==> src/rtl/cnn_input_loader.sv <==
// Front-end loader for the CNN accelerator: captures 3x3 weights and one frame from the host,
// replays the frame as a gap-free pixel stream, and counts pooled results until the frame is done.
module cnn_input_loader #(
  parameter int N     = 16,
  parameter int IMG_N = 6,
  parameter int K     = 3,
  parameter int P     = 2
) (
  input  logic         clk,
  input  logic         rst,
  input  logic         start,
  input  logic         in_valid,
  input  logic [N-1:0] in_data,
  output logic         in_ready,
  output logic [N-1:0] k00,
  output logic [N-1:0] k01,
  output logic [N-1:0] k02,
  output logic [N-1:0] k10,
  output logic [N-1:0] k11,
  output logic [N-1:0] k12,
  output logic [N-1:0] k20,
  output logic [N-1:0] k21,
  output logic [N-1:0] k22,
  output logic [N-1:0] pixel_out,
  output logic         en_out,
  input  logic         pool_valid,
  output logic         busy,
  output logic         done
);

  localparam int KW       = K * K;
  localparam int FRAME    = IMG_N * IMG_N;
  localparam int WORDS    = KW + FRAME;
  localparam int POOL_CNT = ((IMG_N - K + 1) / P) * ((IMG_N - K + 1) / P);
  localparam int WCW      = $clog2(WORDS + 1);
  localparam int RCW      = $clog2(FRAME + 1);
  localparam int PCW      = $clog2(POOL_CNT + 1);
  localparam int AW       = $clog2(FRAME);

  typedef enum logic [1:0] {IDLE, LOAD, STREAM, DRAIN} state_t;

  state_t         state_q, state_d;
  logic [WCW-1:0] word_cnt_q, word_cnt_d;
  logic [RCW-1:0] rd_cnt_q, rd_cnt_d;
  logic [PCW-1:0] pool_cnt_q, pool_cnt_d;
  logic [N-1:0]   k_q [KW];
  logic [N-1:0]   k_d [KW];
  logic           en_out_q, en_out_d;
  logic           done_q, done_d;
  logic [N-1:0]   pixel_out_q;
  logic [N-1:0]   mem_q [FRAME];
  logic           wr_en;
  logic           rd_en;
  logic [AW-1:0]  wr_addr;

  assign wr_addr = AW'(word_cnt_q - WCW'(KW));

  always_comb begin
    state_d    = state_q;
    word_cnt_d = word_cnt_q;
    rd_cnt_d   = rd_cnt_q;
    pool_cnt_d = pool_cnt_q;
    k_d        = k_q;
    en_out_d   = 1'b0;
    done_d     = 1'b0;
    wr_en      = 1'b0;
    rd_en      = 1'b0;

    // Pooled results can arrive while the stream is still running.
    if ((state_q == STREAM || state_q == DRAIN) && pool_valid &&
        pool_cnt_q != PCW'(POOL_CNT)) begin
      pool_cnt_d = pool_cnt_q + PCW'(1);
    end

    case (state_q)
      IDLE: begin
        if (start) begin
          state_d    = LOAD;
          word_cnt_d = '0;
          rd_cnt_d   = '0;
          pool_cnt_d = '0;
        end
      end
      LOAD: begin
        if (in_valid) begin
          word_cnt_d = word_cnt_q + WCW'(1);
          if (word_cnt_q < WCW'(KW)) begin
            for (int i = 0; i < KW; i++) begin
              if (word_cnt_q == WCW'(i)) k_d[i] = in_data;
            end
          end else begin
            wr_en = 1'b1;
          end
          if (word_cnt_q == WCW'(WORDS - 1)) begin
            state_d  = STREAM;
            rd_cnt_d = '0;
          end
        end
      end
      STREAM: begin
        en_out_d = 1'b1;
        rd_en    = 1'b1;
        if (rd_cnt_q == RCW'(FRAME - 1)) state_d = DRAIN;
        else                             rd_cnt_d = rd_cnt_q + RCW'(1);
      end
      DRAIN: begin
        if (pool_cnt_d == PCW'(POOL_CNT)) begin
          done_d  = 1'b1;
          state_d = IDLE;
        end
      end
      default: state_d = IDLE;
    endcase
  end

  always_ff @(posedge clk) begin
    if (!rst) begin
      state_q     <= IDLE;
      word_cnt_q  <= '0;
      rd_cnt_q    <= '0;
      pool_cnt_q  <= '0;
      k_q         <= '{default: '0};
      en_out_q    <= 1'b0;
      done_q      <= 1'b0;
      pixel_out_q <= '0;
    end else begin
      state_q    <= state_d;
      word_cnt_q <= word_cnt_d;
      rd_cnt_q   <= rd_cnt_d;
      pool_cnt_q <= pool_cnt_d;
      k_q        <= k_d;
      en_out_q   <= en_out_d;
      done_q     <= done_d;
      // pixel_out is the registered read port of the frame buffer
      if (rd_en) pixel_out_q <= mem_q[AW'(rd_cnt_q)];
    end
  end

  always_ff @(posedge clk) begin
    if (wr_en) mem_q[wr_addr] <= in_data;
  end

  assign in_ready  = (state_q == LOAD);
  assign busy      = (state_q != IDLE);
  assign en_out    = en_out_q;
  assign done      = done_q;
  assign pixel_out = pixel_out_q;
  assign k00 = k_q[0];
  assign k01 = k_q[1];
  assign k02 = k_q[2];
  assign k10 = k_q[3];
  assign k11 = k_q[4];
  assign k12 = k_q[5];
  assign k20 = k_q[6];
  assign k21 = k_q[7];
  assign k22 = k_q[8];

endmodule
==> config.mk <==
export PLATFORM = sky130hd
export DESIGN_NAME = cnn_input_loader
export DESIGN_NICKNAME = d
export VERILOG_FILES = /design/src/rtl/cnn_input_loader.sv
export SDC_FILE = /design/constraint.sdc
export NUM_CORES = 1
export LEC_CHECK = 0
export BUFFER_PORTS_ARGS = -buffer_cell sky130_fd_sc_hd__buf_2
export CORE_UTILIZATION = 40
export DETAILED_ROUTE_END_ITERATION = 12
export HOLD_SLACK_MARGIN = 0.1
export PLACE_DENSITY = 0.57
export SETUP_SLACK_MARGIN = 0.05
export SLEW_MARGIN = 20
export SYNTH_ARGS = -nofsm -noshare
export SYNTH_HDL_FRONTEND = slang
export SYNTH_SLANG_ARGS = --single-unit
export TNS_END_PERCENT = 10
==> constraint.sdc <==
create_clock -name clk -period 3.8 [get_ports clk]
set_clock_uncertainty 0.15 [all_clocks]
set_input_delay 0.76 -clock clk [delete_from_list [all_inputs] [get_ports clk]]
set_output_delay 0.76 -clock clk [all_outputs]
set_load 0.05 [all_outputs]
=== Word-level counts from Yosys, hierarchy flattened ===
Memories as Yosys holds them, arrays and structs flattened. A register that Yosys moved wholly into a read port is not among the register bits.
Index checks and enable logic that the tools add are counted.

* Register bits after elaboration: 163
* Bits in latches: 0
* RAM bits: 576
* Bits in read-only memories: 0
* Bits of input ports: 21
* Output and inout bits: 164
* Logic and storage cells: 87
* Memories kept: 1

* Add/sub/neg operators: 4
* Multipliers: 0
* Div/mod/pow operators: 0
* Magnitude comparators: 1
* Eq/ne operators: 21
* Shift operators: 0
* Multiplexer cells: 23
* Bitwise operators: 0
* Reductions and logical operators: 22

{| class="wikitable"
|+ Memory list
! memory !! words !! width !! rd ports !! clocked after memory_dff !! wr ports !! line !! RTL
|-
| mem_q || 36 || 16 || 1 || 1 || 1 || 51 || <nowiki>logic [N-1:0] mem_q [FRAME];</nowiki>
|}

{| class="wikitable"
|+ Operator list
! kind !! number
|-
| $reduce_and A4 Y1 || 9
|-
| $mux W6 || 5
|-
| $eq A6 B3 Y1 const B || 4
|-
| $pmux W6 S3 || 1
|-
| $add A6 B1 Y6 const B || 2
|-
| $eq A6 B2 Y1 const B || 2
|-
| $eq A6 B6 Y1 const B || 2
|-
| $pmux W6 S2 || 1
|-
| $mux W2 || 5
|-
| $reduce_and A5 Y1 || 2
|-
| $mux W3 || 3
|-
| $pmux W2 S4 || 1
|-
| $mux W1 || 7
|-
| $eq A6 B1 Y1 const B || 1
|-
| $eq A6 B4 Y1 const B || 1
|-
| $logic_not A6 Y1 || 1
|-
| $lt A6 B4 Y1 const B || 1
|-
| $ne A2 B1 Y1 const B || 3
|-
| $ne A2 B2 Y1 const B || 3
|-
| $sub A6 B4 Y6 const B || 1
|-
| $eq A2 B2 Y1 const B || 2
|-
| $reduce_bool A2 Y1 || 2
|-
| $add A3 B1 Y3 const B || 1
|-
| $eq A3 B3 Y1 const B || 1
|-
| other kinds (9) || 10
|}

=== Longest topological paths before layout ===
* Word-level depth: 8
* Gate-level depth with buffers: 10
* Depth with buffers taken out: 7

=== Least setup slack after synthesis ===
Ideal clock, no wire load.

* Path kind: reg2reg
* From: register state_q[1]
* To: memory mem_q[24][0] (enable)
* Arrival time: 2.431 ns
* Slack: 0.831 ns
* Cell stages (with the launch flop): 7
* Path buffers: 0
* Period minus slack after synthesis: 2.969 ns
* Path through: dfxtp_1 inv_1 ha_1 nand2_1 nor2_1 nand3_1 nor2_1

* Word-level cells in the longest chain between the ends: 4

{| class="wikitable"
|+ RTL lines
! element !! line !! RTL
|-
| from (decl) || 42 || <nowiki>state_t state_q, state_d;</nowiki>
|-
| from (signal assigned) || 127 || <nowiki>state_q <= state_d;</nowiki>
|-
| $eq A2 B1 Y1 || n/a ||
|-
| named net in_ready || 14 || <nowiki>output logic in_ready,</nowiki>
|-
| $mux W1 || 75 || <nowiki>case (state_q)</nowiki>
|-
| $mux W1 || 140 || <nowiki>if (wr_en) mem_q[wr_addr] <= in_data;</nowiki>
|-
| $mux W1 (not written as such) || 140 ||
|-
| to (decl) || 51 ||
|}

The timed path passes the listed nets, and every way through them passes these cells.

==> metrics.md <==
| Metric | Value |
|---|---|
| Status | finished, final reports clean |
| Max Clk Rate | 0.319 GHz |
| Setup-failing EPs final | 0 |
| Final RePlAce weighted congestion | 0.808 |
| Sink Count | 755 |
| Met1 WL | 33800 um |
| Share of cells above drive strength 1 | 21.7% |
| Syn_nets | 1923 |
| Hold bufs inserted after CTS | 0 |
| CTS tree | built |
| Core footprint | 0.0719 sq mm |
| Cell taking the most area after synthesis | edfxtp_1 |
| Vias in the first global route | 17200 |
| GRT Overall Usage | 21.1% |
| Clk_lat worst skew | 620 ps |
| CP peak stage delay | 900 ps |
| First-pass GRT wire length | 115000 um |
| Max layer used | met5 |
| Met2 routed wirelength | 37300 um |
| Number of vias per cell | 5.54 |
| Maximum fanout along the worst path | 41 |
| Min-delay worst type | flip-flop to flip-flop |
| Worst slew margin | 26.7% |
| Async SR Flop Fraction | 0% |
| Pleak | 0.0112 uW |
| Worst hold slack | 304 ps |
| Mapped Cells | 1891 |
| Row count | 98 |
| IO Port Bufs | 184 |
| Clock Path Buffers | 3 |
| Top cells by area, synth | edfxtp_1, dfxtp_1, mux4_2 |
| Max Cap Violations | 0 |
| Wirelength per Cell | 25.1 um |
| Kind of critical path | flip-flop to flip-flop |
| Drt first pass iters | 8 |
| Starting Density | 40.6% |
| Prevailing post-synth register cell | edfxtp_1 |
| Area Overhead vs Synth | 16.0% |
| Peak VDD IR | 0.455 mV |
| Fill count | 6329 |
| Via count | 17300 |
| Height of the die | 272 um |
| Crit end category | flip-flop |
| Die ar. | 0.0740 sq mm |
| Critical path startpoint category | flip-flop |
| DP Wirelength | 47300 um |
| Die W | 272 um |
| Synth cell types | 62 |
| Crit path DAT | 3450 ps |
| 1st-iter DRT viols | 1790 |
| IO Count | 185 |
| CP required | 4110 ps |
| CTS Buf Count | 81 |
| Endpoints failing hold | 0 |
| PostCTS Resize Cnt | 0 |
| Worst-path clk slew | 60 ps |
| Total Nets Final | 2136 |
| Seq/Total Area, Yosys | 71.6% |
| Commonest cells after routing, fill and taps aside | edfxtp_1, buf_2, dfxtp_1 |
| CTS root buffer | clkbuf_16 |
| Most common cell after layout, fill and taps aside | edfxtp_1 |
| Synth warn | 0 |
| DRC viols | 0 |
| Syn_area_per_cell | 15.4 sq um |
| Mapped Area | 0.0292 sq mm |
| Final WL | 78400 um |
| Total gr overflow | 0 |
| RSZ-0062 raised after global routing | no |
| Setup TNS | 0 ps |
| Min Clock Period, post-route | 3130 ps |
| EDFF count, synth | 576 |
| Final clock period utilization by the worst path | 82.5% |
| Initial antenna violation count | 7 |
| Largest net degree at the start of global routing | 160 |
| Critical path, cell by cell | buf_12 -> mux4_2 -> a22o_1 -> a2111oi_0 -> o32ai_1 |
| Max-slew violation count | 0 |
| Cell area power density | 539 mW/mm^2 |
| Synth Register Bits | 755 |
| Synth top area share | 59.3% |
| CP max-delay cell | dfxtp_4 |
| Postcts setup bufs | 0 |
| H-tree Lvls | 3 |
| Metal3 WL | 5320 um |
| Slew at the pin closest to its max-slew limit | 1100 ps |
| Antenna Nets Post-Route | 0 |
[routing by layer]
layer / up-vias / track usage, %
met5: - / 0
met4: 2 / 6.16
met3: 129 / 4.28
met2: 591 / 33.9
met1: 8857 / 29.1
li1: 7706 / -
[synth_stat cells, drive strengths merged (4+ instances only)]
library cell    n
a2111oi        12
o221ai          4
ha             11
edfxtp        576
mux4           88
o21ai          21
mux2i         146
a22oi          26
clkbuf         75
a221oi          8
o22ai          14
a21oi         138
xor2            6
a31oi          23
nand2         158
xnor2           5
dfxtp         179
buf            56
nand2b          8
o32ai           6
inv            12
nor2           97
nor2b          11
a21o           12
nand4           6
a22o           22
nand3         134
[final cells by class]
| class | count | area [sq um] | share of cell area, % |
|---|---|---|---|
| Clock inverter | 35 | 230 | 0.681 |
| Tap cell | 950 | 1190 | 3.51 |
| Sequential cell | 755 | 20900 | 61.8 |
| Clock buffer | 111 | 2270 | 6.73 |
| Multi-Input combinational cell | 991 | 7560 | 22.4 |
| Antenna cell | 2 | 5.00 | 0.0148 |
| Timing Repair Buffer | 261 | 1620 | 4.78 |
| Inverter | 14 | 55.1 | 0.163 |
[path summary, 6_finish.rpt]
| kind | start | endpoint | slack (ps) | cells past startpoint |
|---|---|---|---|---|
| max | rd_cnt_q[0]$_SDFFE_PN0P_ | pixel_out[10]$_SDFFE_PN0N_ | 670 | 5 |
| min | k01[13]$_SDFFE_PN0P_ | k01[13]$_SDFFE_PN0P_ | 300 | 2 |
| max reg2reg | rd_cnt_q[0]$_SDFFE_PN0P_ | pixel_out[10]$_SDFFE_PN0N_ | 670 | 5 |
| min reg2reg | k01[13]$_SDFFE_PN0P_ | k01[13]$_SDFFE_PN0P_ | 300 | 2 |
[flip-flops by register name (all words and copies together) (netlist names), 3 cells and up]
name,cells
k20,16
pixel_out,16
k02,16
k12,16
k10,16
mem_q,576
k01,16
word_cnt_q,6
k00,16
rd_cnt_q,6
k21,16
k11,16
k22,16
pool_cnt_q,3
[where the power goes]
group	switching, uW	internal [uW]	total [uW]	leakage (uW)
combinational	1150	556	1710	0.00333
clock	3150	4320	7470	0.00122
sequential	117	8950	9060	0.00662
total	4420	13800	18200	0.0112
[worst max-delay path: cells and delay by family, from the launching register on]
| family | cells | cell delay, ps |
|---|---|---|
| flip-flops | 1 | 900 |
| AO/OA/AOI/OAI | 3 | 1080 |
| multiplexers | 1 | 530 |
| buffers and inverters | 1 | 300 |
[metrics by stage]
step | instances | cell area [sq um] | setup slack [ps] | utilization [%] | power [uW]
after global placement | 2968 | 31200 | 421 | 43.5 | 10900
after detailed placement | 2968 | 31200 | 554 | 43.5 | 10900
final | 3119 | 33800 | 666 | 47.1 | 18200
after global routing | 3117 | 33800 | 541 | 47.1 | 18800
after CTS | 3114 | 33700 | 550 | 47.0 | 18400
after floorplan | 1891 | 29200 | 831 | - | 10400
[cells by family after synthesis]
family | Yosys count | share of synthesized area, %
multiplexers | 235 | 11.9
AND/OR/NAND/NOR | 435 | 6.78
XOR/XNOR | 11 | 0.330
AO/OA/AOI/OAI | 299 | 6.46
buffers and inverters | 145 | 2.47
flip-flops | 755 | 71.6
adder cells (fa/ha/maj) | 11 | 0.472
Power figures use the tool's default switching activity.
